`src/rtl/skeleton_pkg.sv`:
```
// ============================================================================
// Module   : skeleton_pkg
// Brief    : Shared types, constants and helpers for the skeleton_mac test
//            skeleton: skeleton type codes, FSM state encoding, read-map
//            offsets and the accumulator saturate/wrap function.
// Revision : 1.0 - initial release
// ============================================================================
`default_nettype none

package skeleton_pkg;

    // Skeleton type code reported in the metadata word
    localparam logic [3:0] c_SKEL_TYPE_MAC = 4'd5;
    // Skeleton layout revision reported in the metadata word
    localparam logic [5:0] c_SKEL_REV      = 6'd1;

    // Sequencer states
    typedef enum logic [1:0] {
        ST_IDLE  = 2'd0,
        ST_ISSUE = 2'd1,
        ST_DRAIN = 2'd2
    } state_e;

    // Number of bus words needed to present the accumulator
    function automatic int unsigned acc_words(input int unsigned acc_w,
                                              input int unsigned sys_w);
        return (acc_w + sys_w - 1) / sys_w;
    endfunction

    // Read-map address of the busy cycle counter
    function automatic int unsigned rd_adr_count(input int unsigned n_acc_words);
        return n_acc_words;
    endfunction

    // Read-map address of the status word
    function automatic int unsigned rd_adr_status(input int unsigned n_acc_words);
        return n_acc_words + 1;
    endfunction

    // True when v is representable as a w-bit two's complement value
    function automatic logic acc_fits(input logic signed [63:0] v,
                                      input int unsigned        w);
        logic signed [63:0] hi;
        logic signed [63:0] lo;
        hi = (64'sd1 <<< (w - 1)) - 64'sd1;
        lo = -hi - 64'sd1;
        return (v >= lo) && (v <= hi);
    endfunction

    // Bring an out-of-range sum back into w bits, either clamping to the
    // nearest rail (sat=1) or keeping the low w bits (sat=0)
    function automatic logic signed [63:0] acc_fold(input logic signed [63:0] v,
                                                    input int unsigned        w,
                                                    input logic               sat);
        logic signed [63:0] hi;
        logic signed [63:0] lo;
        hi = (64'sd1 <<< (w - 1)) - 64'sd1;
        lo = -hi - 64'sd1;
        if ((v >= lo) && (v <= hi)) begin
            return v;
        end else if (sat) begin
            return (v < 0) ? lo : hi;
        end else begin
            return (v <<< (64 - w)) >>> (64 - w);
        end
    endfunction

endpackage

`default_nettype wire

```
`src/rtl/mac_mult_pipe_signed.sv`:
```
// ============================================================================
// Module   : mac_mult_pipe_signed
// Brief    : Registered signed multiplier with MULT_PIPE register stages and
//            a matching valid pipe. This is the point where the real DUT is
//            swapped in.
// Revision : 1.0 - initial release
// ============================================================================
`default_nettype none

module mac_mult_pipe_signed #(
    parameter int BITWIDTH  = 8,
    parameter int MULT_PIPE = 2
) (
    input  logic                         clk_i,
    input  logic                         rst_n_i,
    input  logic                         clr_i,
    input  logic                         valid_i,
    input  logic signed [BITWIDTH-1:0]   a_i,
    input  logic signed [BITWIDTH-1:0]   b_i,
    output logic signed [2*BITWIDTH-1:0] prod_o,
    output logic                         valid_o
);

    logic signed [2*BITWIDTH-1:0] w_prod;
    logic signed [2*BITWIDTH-1:0] prod_q [MULT_PIPE];
    logic        [MULT_PIPE-1:0]  vld_q;

    // Full-width signed product of the two operands
    assign w_prod = (2*BITWIDTH)'(a_i) * (2*BITWIDTH)'(b_i);

    // Product and valid shift through the stages together; a clear only
    // needs to kill the valids so no stale product is ever accumulated
    always_ff @(posedge clk_i or negedge rst_n_i) begin
        if (!rst_n_i) begin
            for (int s = 0; s < MULT_PIPE; s++) begin
                prod_q[s] <= '0;
            end
            vld_q <= '0;
        end else if (clr_i) begin
            for (int s = 0; s < MULT_PIPE; s++) begin
                prod_q[s] <= '0;
            end
            vld_q <= '0;
        end else begin
            prod_q[0] <= w_prod;
            vld_q[0]  <= valid_i;
            for (int s = 1; s < MULT_PIPE; s++) begin
                prod_q[s] <= prod_q[s-1];
                vld_q[s]  <= vld_q[s-1];
            end
        end
    end

    assign prod_o  = prod_q[MULT_PIPE-1];
    assign valid_o = vld_q[MULT_PIPE-1];

endmodule

`default_nettype wire

```
`src/rtl/skeleton_mac.sv`:
```
// ============================================================================
// Module   : skeleton_mac
// Brief    : On-device test skeleton for a pipelined signed MAC. The host
//            loads NUM_PAIRS operand pairs over the ADR/RnW bus, fires
//            TRGG_START_CALC, and reads back accumulator, busy cycle count
//            and overflow status.
// Config   : SKELETON_MAC_SATURATE_EN - when defined the accumulator clamps
//            on overflow; otherwise it wraps. ovf is sticky in both builds.
// Revision : 1.0 - initial release
// ============================================================================
`default_nettype none

module skeleton_mac
    import skeleton_pkg::*;
#(
    parameter int BITWIDTH_IN   = 8,
    parameter int BITWIDTH_SYS  = 16,
    parameter int BITWIDTH_HEAD = 26,
    parameter int BITWIDTH_ADR  = 6,
    parameter int NUM_PAIRS     = 8,
    parameter int BITWIDTH_ACC  = 16,
    parameter int MULT_PIPE     = 2
) (
    input  logic                     CLK_SYS,
    input  logic                     RSTN,
    input  logic                     EN,
    input  logic                     TRGG_START_CALC,
    input  logic                     RnW,
    input  logic [BITWIDTH_ADR-1:0]  ADR,
    input  logic [BITWIDTH_SYS-1:0]  DATA_IN,
    output logic [BITWIDTH_SYS-1:0]  DATA_OUT,
    output logic [BITWIDTH_HEAD-1:0] DATA_HEAD,
    output logic                     RDY
);

    localparam int c_ACC_WORDS = acc_words(BITWIDTH_ACC, BITWIDTH_SYS);
    localparam int c_ACC_EXT_W = c_ACC_WORDS * BITWIDTH_SYS;
    localparam int c_IDX_W     = (NUM_PAIRS > 1) ? $clog2(NUM_PAIRS) : 1;
    localparam int c_PH_W      = $clog2(MULT_PIPE + 1);
    localparam int c_PROD_W    = 2 * BITWIDTH_IN;

    localparam logic [c_IDX_W-1:0]      c_LAST_IDX = c_IDX_W'(NUM_PAIRS - 1);
    localparam logic [c_PH_W-1:0]       c_LAST_PH  = c_PH_W'(MULT_PIPE);
    localparam logic [BITWIDTH_ADR-1:0] c_ADR_CNT  = BITWIDTH_ADR'(rd_adr_count(c_ACC_WORDS));
    localparam logic [BITWIDTH_ADR-1:0] c_ADR_STAT = BITWIDTH_ADR'(rd_adr_status(c_ACC_WORDS));
    localparam logic [5:0]              c_PAIRS2   = 6'(2 * NUM_PAIRS);

`ifdef SKELETON_MAC_SATURATE_EN
    localparam logic c_SAT = 1'b1;
`else
    localparam logic c_SAT = 1'b0;
`endif

    // Sequencer registers
    state_e                    state_q;
    logic                      rdy_q;
    logic [c_IDX_W-1:0]        idx_q;
    logic [c_PH_W-1:0]         phase_q;
    logic [BITWIDTH_SYS-1:0]   count_q;

    // Operand RAM
    logic signed [BITWIDTH_IN-1:0] opa_q [NUM_PAIRS];
    logic signed [BITWIDTH_IN-1:0] opb_q [NUM_PAIRS];

    // Accumulator and status
    logic signed [BITWIDTH_ACC-1:0] acc_q;
    logic signed [BITWIDTH_ACC-1:0] acc_d;
    logic                           ovf_q;
    logic                           ovf_d;

    // Read port
    logic [BITWIDTH_SYS-1:0]  data_out_q;
    logic [BITWIDTH_SYS-1:0]  w_rd_data;
    logic signed [c_ACC_EXT_W-1:0] w_acc_ext;

    // Datapath wires
    logic                          w_start;
    logic                          w_wr_en;
    logic signed [BITWIDTH_IN-1:0] w_wr_opnd;
    logic signed [BITWIDTH_IN-1:0] w_op_a;
    logic signed [BITWIDTH_IN-1:0] w_op_b;
    logic                          w_issue;
    logic signed [c_PROD_W-1:0]    w_mult_prod;
    logic                          w_mult_vld;
    logic signed [63:0]            w_sum;
    logic                          w_unused_data;

    // Only the MSB-aligned operand field of the write bus is used
    assign w_unused_data = &{1'b0, DATA_IN};

    assign w_start   = (state_q == ST_IDLE) && TRGG_START_CALC;
    assign w_wr_en   = (state_q == ST_IDLE) && !RnW;
    assign w_wr_opnd = DATA_IN[BITWIDTH_SYS-1 -: BITWIDTH_IN];
    assign w_issue   = (state_q == ST_ISSUE);
    assign w_op_a    = opa_q[idx_q];
    assign w_op_b    = opb_q[idx_q];

    // Sequencer: IDLE -> ISSUE (one pair per cycle) -> DRAIN (pipe flush) -> IDLE
    always_ff @(posedge CLK_SYS or negedge RSTN) begin
        if (!RSTN) begin
            state_q <= ST_IDLE;
            rdy_q   <= 1'b1;
            idx_q   <= '0;
            phase_q <= '0;
            count_q <= '0;
        end else if (!EN) begin
            state_q <= ST_IDLE;
            rdy_q   <= 1'b1;
            idx_q   <= '0;
            phase_q <= '0;
            count_q <= '0;
        end else begin
            case (state_q)
                ST_IDLE: begin
                    if (TRGG_START_CALC) begin
                        state_q <= ST_ISSUE;
                        rdy_q   <= 1'b0;
                        idx_q   <= '0;
                        count_q <= '0;
                    end
                end
                ST_ISSUE: begin
                    count_q <= count_q + BITWIDTH_SYS'(1);
                    if (idx_q == c_LAST_IDX) begin
                        state_q <= ST_DRAIN;
                        phase_q <= '0;
                    end else begin
                        idx_q <= idx_q + c_IDX_W'(1);
                    end
                end
                ST_DRAIN: begin
                    count_q <= count_q + BITWIDTH_SYS'(1);
                    if (phase_q == c_LAST_PH) begin
                        state_q <= ST_IDLE;
                        rdy_q   <= 1'b1;
                    end else begin
                        phase_q <= phase_q + c_PH_W'(1);
                    end
                end
                default: begin
                    state_q <= ST_IDLE;
                    rdy_q   <= 1'b1;
                end
            endcase
        end
    end

    // Operand RAM: host writes land only while idle; A at 0..N-1, B at N..2N-1
    always_ff @(posedge CLK_SYS or negedge RSTN) begin
        if (!RSTN) begin
            for (int i = 0; i < NUM_PAIRS; i++) begin
                opa_q[i] <= '0;
                opb_q[i] <= '0;
            end
        end else if (!EN) begin
            for (int i = 0; i < NUM_PAIRS; i++) begin
                opa_q[i] <= '0;
                opb_q[i] <= '0;
            end
        end else if (w_wr_en) begin
            for (int i = 0; i < NUM_PAIRS; i++) begin
                if (ADR == BITWIDTH_ADR'(i)) begin
                    opa_q[i] <= w_wr_opnd;
                end
                if (ADR == BITWIDTH_ADR'(NUM_PAIRS + i)) begin
                    opb_q[i] <= w_wr_opnd;
                end
            end
        end
    end

    mac_mult_pipe_signed #(
        .BITWIDTH  (BITWIDTH_IN),
        .MULT_PIPE (MULT_PIPE)
    ) u_mult (
        .clk_i   (CLK_SYS),
        .rst_n_i (RSTN),
        .clr_i   (!EN),
        .valid_i (w_issue),
        .a_i     (w_op_a),
        .b_i     (w_op_b),
        .prod_o  (w_mult_prod),
        .valid_o (w_mult_vld)
    );

    // Next accumulator value: wide sum, then range check and clamp or wrap
    assign w_sum = 64'(acc_q) + 64'(w_mult_prod);

    always_comb begin
        acc_d = BITWIDTH_ACC'(acc_fold(w_sum, BITWIDTH_ACC, c_SAT));
        ovf_d = ovf_q | ~acc_fits(w_sum, BITWIDTH_ACC);
    end

    // Accumulator: cleared on run start, adds each valid product leaving the multiplier
    always_ff @(posedge CLK_SYS or negedge RSTN) begin
        if (!RSTN) begin
            acc_q <= '0;
            ovf_q <= 1'b0;
        end else if (!EN) begin
            acc_q <= '0;
            ovf_q <= 1'b0;
        end else if (w_start) begin
            acc_q <= '0;
            ovf_q <= 1'b0;
        end else if (w_mult_vld) begin
            acc_q <= acc_d;
            ovf_q <= ovf_d;
        end
    end

    // Read map decode: accumulator words, busy count, status, zero elsewhere
    assign w_acc_ext = c_ACC_EXT_W'(acc_q);

    always_comb begin
        w_rd_data = '0;
        for (int w = 0; w < c_ACC_WORDS; w++) begin
            if (ADR == BITWIDTH_ADR'(w)) begin
                w_rd_data = w_acc_ext[w*BITWIDTH_SYS +: BITWIDTH_SYS];
            end
        end
        if (ADR == c_ADR_CNT) begin
            w_rd_data = count_q;
        end
        if (ADR == c_ADR_STAT) begin
            w_rd_data = {{(BITWIDTH_SYS-1){1'b0}}, ovf_q};
        end
    end

    // Registered read data; holds its last value while the bus is writing
    always_ff @(posedge CLK_SYS or negedge RSTN) begin
        if (!RSTN) begin
            data_out_q <= '0;
        end else if (!EN) begin
            data_out_q <= '0;
        end else if (RnW) begin
            data_out_q <= w_rd_data;
        end
    end

    assign DATA_OUT  = data_out_q;
    assign RDY       = rdy_q;
    assign DATA_HEAD = BITWIDTH_HEAD'({c_SKEL_TYPE_MAC, c_PAIRS2, c_SKEL_REV,
                                       5'(BITWIDTH_IN), 5'(BITWIDTH_ACC)});

endmodule

`default_nettype wire

```
`config.mk`:
```
export PLATFORM = sky130hd
export DESIGN_NAME = skeleton_mac
export DESIGN_NICKNAME = d
export VERILOG_FILES = /design/src/rtl/skeleton_pkg.sv /design/src/rtl/mac_mult_pipe_signed.sv /design/src/rtl/skeleton_mac.sv
export SDC_FILE = /design/constraint.sdc
export NUM_CORES = 1
export LEC_CHECK = 0
export ABC_CLOCK_PERIOD_IN_PS = 5900
export CAP_MARGIN = 20
export CELL_PAD_IN_SITES_DETAIL_PLACEMENT = 1
export CELL_PAD_IN_SITES_GLOBAL_PLACEMENT = 2
export CORE_MARGIN = 2
export CORE_UTILIZATION = 37
export CTS_BUF_LIST = sky130_fd_sc_hd__clkbuf_4
export DETAILED_ROUTE_END_ITERATION = 12
export PLACE_DENSITY = 0.81
export REMOVE_ABC_BUFFERS = 1
export SLEW_MARGIN = 20
export SYNTH_ARGS = -nofsm -noshare
export SYNTH_HDL_FRONTEND = slang
export SYNTH_HIERARCHICAL = 1
export SYNTH_SLANG_ARGS = --single-unit
```
`constraint.sdc`:
```
create_clock -name CLK_SYS -period 5.9 [get_ports CLK_SYS]
set_clock_uncertainty 0.15 [all_clocks]
set_input_delay 0.59 -clock CLK_SYS [delete_from_list [all_inputs] [get_ports CLK_SYS]]
set_output_delay 0.59 -clock CLK_SYS [all_outputs]
set_load 0.02 [all_outputs]
```
==> metrics.md <==
| Metric | Value |
|---|---|
| Die ar. | `slightly below 40,000 µm²` |
| Final net count | `1,545` |
| Clock sinks | `approximately 220` |
| Crit-path slowest cell | `fa_1` |
| Area grow syn2layout | `11.2%` |
| Starting Density | `0.376` |
| Top-area cell type share of the netlist area | `0.397` |
| Share of layout cells above drive strength 1 | `0.143` |
| IO Pins | `70` |
| Min-delay worst type | `input port to asynchronous set/reset pin` |
| Pre-CTS setup slack | `0.165 ns` |
| Port Buffers | `35` |
| Met3 WL | `1530 µm` |
| Via count | `around 10,000` |
| Synth Register Bits | `219` |
| Core area | `around 37,000 µm²` |
| Startpoint Class | `flop` |
| Clock transition at path regs | `~0.070 ns` |
| Power Density | `about 210 nW/µm²` |
| Fillers | `4,147` |
| Rows | `70` |
| Setup CP Type | `flop to flop` |
| Top_reg_cell synth | `dfrtp_1` |
| Fin crit period | `roughly 5.7 ns` |
| CTS tree | `built` |
| Worst path max stage delay | `0.56 ns` |
| Via-to-Cell Ratio | `around 5.2` |
| Router iterations before antenna repair | `5` |
| Cell mode on critical path | `fa_1` |
| Status | `finished, final reports clean` |
| Post-synth top area cell | `dfrtp_1` |
| Req. time, crit path | `6.37 ns` |
| Ranking of synthesized cells by area | `dfrtp_1 40%, fa_1 8.2%, mux2i_1 5.4%, mux4_2 5.2%, ha_1 4.8%` |
| R2r worst-path depth | `17` |
| Ys Warns | `6` |
| H-tree depth | `2` |
| Largest net degree at the start of global routing | `117` |
| Drt wl/cell | `17.9 µm` |
| Final antenna-violating net count | `0` |
| Register area share after synthesis | `0.399` |
| DRC violations left | `0` |
| Most common cell in the netlist | `dfrtp_1` |
| DRT met1 WL | `15,400 µm` |
| Number of synthesized flops with an enable pin | `0` |
| Clock Path Buffers | `3` |
| Vias in the first global route | `11,111` |
| Max-slew headroom | `0.267` |
| Commonest cells in the netlist | `218 x dfrtp_1, 137 x nand2_1, 111 x nor2_1, 103 x inv_1, 86 x a21oi_1` |
| Least-Margin Pin Slew | `about 1.1 ns` |
| Crit Path Max Fanout | `8` |
| Chip height | `197 µm` |
| Reg area | `5480 µm²` |
| Worst skew pair latency | `0.81 ns` |
| Multi-input gate area | `7390 µm²` |
| VDD IR max | `0.124 mV` |
| Hpwl dp | `23,200 µm` |
| DRT iter0 DRCs | `520` |
| Clk root buf | `clkbuf_4` |
| Hold Violations, Final | `0` |
| CP cell instances | `buf_4 -> clkbuf_16 -> mux4_2 -> mux2_2 -> and2_1 -> fa_1 -> fa_1 -> fa_1 -> inv_1 -> fa_1 -> inv_1 -> ha_1 -> a21oi_2 -> nand2_1 -> or2_4 -> a31oi_2 -> mux2_1` |
| Total grt overflow | `0` |
| Slew Limit Fails | `0` |
| Cell variety after synth | `71` |
| Period utilization | `0.963` |
| Synth async-reset ratio | `1.00` |
| Initial antenna violation count | `2` |
| Leak pwr | `0.00710 µW` |
| Tot GR Track Use | `0.187` |
| CP Capture Type | `flop` |
| Mapped Cells | `approximately 1,400` |
| Num CTS Buffers | `61` |
| Mapped cell area | `~14,000 µm²` |
| Routed WL | `34,500 µm` |
| Final Worst Setup Slack | `0.216 ns` |
| Top layer in use | `met4` |
| Max_cap viols | `0` |
| Setup violators final | `0` |
| Power Total | `3260 µW` |
| Syn avg cell area | `between 9 and 10 µm²` |
| Crit path DAT | `6.16 ns` |
| Fmax | `0.176 GHz` |
| Met2 wire len | `17,000 µm` |
| First-pass GRT wire length | `57,800 µm` |
| Die W | `197 µm` |
| Final Wtd Congestion | `between 0.7 and 0.8` |
==> placed cells by master (no fill, tap or decap), types with 11 or more instances in the layout <==
| master | synthesis | final |
|---|---|---|
| clkdlybuf4s50_1 | 0 | 34 |
| a22oi_1 | 14 | 14 |
| conb_1 | 2 | 26 |
| buf_4 | 45 | 17 |
| inv_1 | 103 | 101 |
| nor2b_1 | 32 | 30 |
| and2_1 | 50 | 50 |
| clkbuf_4 | 0 | 97 |
| xnor2_1 | 22 | 22 |
| mux4_2 | 32 | 32 |
| dfrtp_1 | 218 | 217 |
| mux2i_1 | 74 | 74 |
| mux2_2 | 18 | 13 |
| a21oi_1 | 86 | 85 |
| o21ai_0 | 44 | 43 |
| nand2_1 | 137 | 137 |
| ha_1 | 53 | 53 |
| fa_1 | 56 | 56 |
| clkinv_1 | 0 | 11 |
| nand3_1 | 80 | 80 |
| nor2_1 | 111 | 110 |
==> registers in the layout, summed over array words and instances (netlist names) <==
name and cells:
opb_q 64, u_mult/vld_q 2, RDY 1, state_q 2
idx_q 3, phase_q 2, DATA_OUT 16, u_mult/prod_q 16
count_q 16, ovf_q 1, opa_q 64, u_mult/prod_o 16
acc_q 16
==> where the power goes <==
| part | internal (µW) | switching [µW] | total [µW] |
|---|---|---|---|
| combinational | 81.0 | 190 | 271 |
| sequential | 1520 | 12.4 | 1530 |
| clock | 787 | 673 | 1460 |
==> metal layers <==
metal,up-vias,global-route usage
met2,149,0.318
met3,55,0.0351
met1,5154,0.241
met5,-,0
met4,0,0.0604
li1,4681,-
==> worst max-delay path: cells and delay by family (launching register included) <==
family	cells	cell delay, ns
flops	1	0.45
mux	3	1.21
compound gates	2	0.28
buf+inv	4	0.46
fa+ha+maj	5	2.41
simple gates	3	0.54
==> kinds of logic (layout without fill, tap and decap cells) <==
kind of cell    count (synthesis)  in the layout  synth area share
compound gates                197            197            0.0843
xor+xnor                       31             31            0.0197
fa+ha+maj                     109            109             0.130
buf+inv                       218            275            0.0742
flops                         219            219             0.399
mux                           125            125             0.122
other cells                     2             28          0.000546
simple gates                  476            476             0.171
==> per-stage QoR <==
stage | hold slack, ns | cell area, µm² | setup TNS, ns | utilization | cells
2_1_floorplan | 0.144 | 13200 | -1.74 | - | 1286
3_3_place_gp | 0.292 | 14300 | 0 | 0.392 | 1807
3_5_place_dp | 0.299 | 14300 | 0 | 0.392 | 1807
4_1_cts | 0.247 | 15200 | 0 | 0.415 | 1920
5_1_grt | 0.268 | 15300 | -0.00428 | 0.418 | 1928
6_report | 0.245 | 15300 | 0 | 0.418 | 1928
==> final timing paths <==
path	start	endpoint	slack (ns)
setup reg to reg	idx_q[0]$_DFFE_PN0P_	u_mult/prod_q[29]$_DFF_PN0_	0.22
hold / removal	RSTN	opa_q[56]$_DFFE_PN0P_	0.24
min in group CLK_SYS	u_mult/prod_q[21]$_DFF_PN0_	u_mult/prod_o[5]$_DFF_PN0_	0.29
setup / recovery	idx_q[0]$_DFFE_PN0P_	u_mult/prod_q[29]$_DFF_PN0_	0.22
hold reg to reg	u_mult/prod_q[21]$_DFF_PN0_	u_mult/prod_o[5]$_DFF_PN0_	0.29
max in group asynchronous	RSTN	DATA_OUT[15]$_DFFE_PN0P_	4.21
==> layout make-up <==
class                   instances  area share
diodes                          2    0.000327
clock buffers                  97      0.0476
clock inverters                15     0.00614
inverters                     103      0.0254
multi-input cells             964       0.483
flip-flops and latches        219       0.358
well taps                     468      0.0383
repair buffers                 60      0.0406
==> what timing repair did <==
| item | 4_1_cts | 5_1_grt |
|---|---|---|
| gates resized for setup | 0 | 11 |
| setup endpoints to repair | 0 | 5 |
| buffers inserted | 0 | 4 |
| hold buffers | 1 | 0 |
| hold endpoints to repair | 103 | 0 |
(Power assumes the default switching activity.)
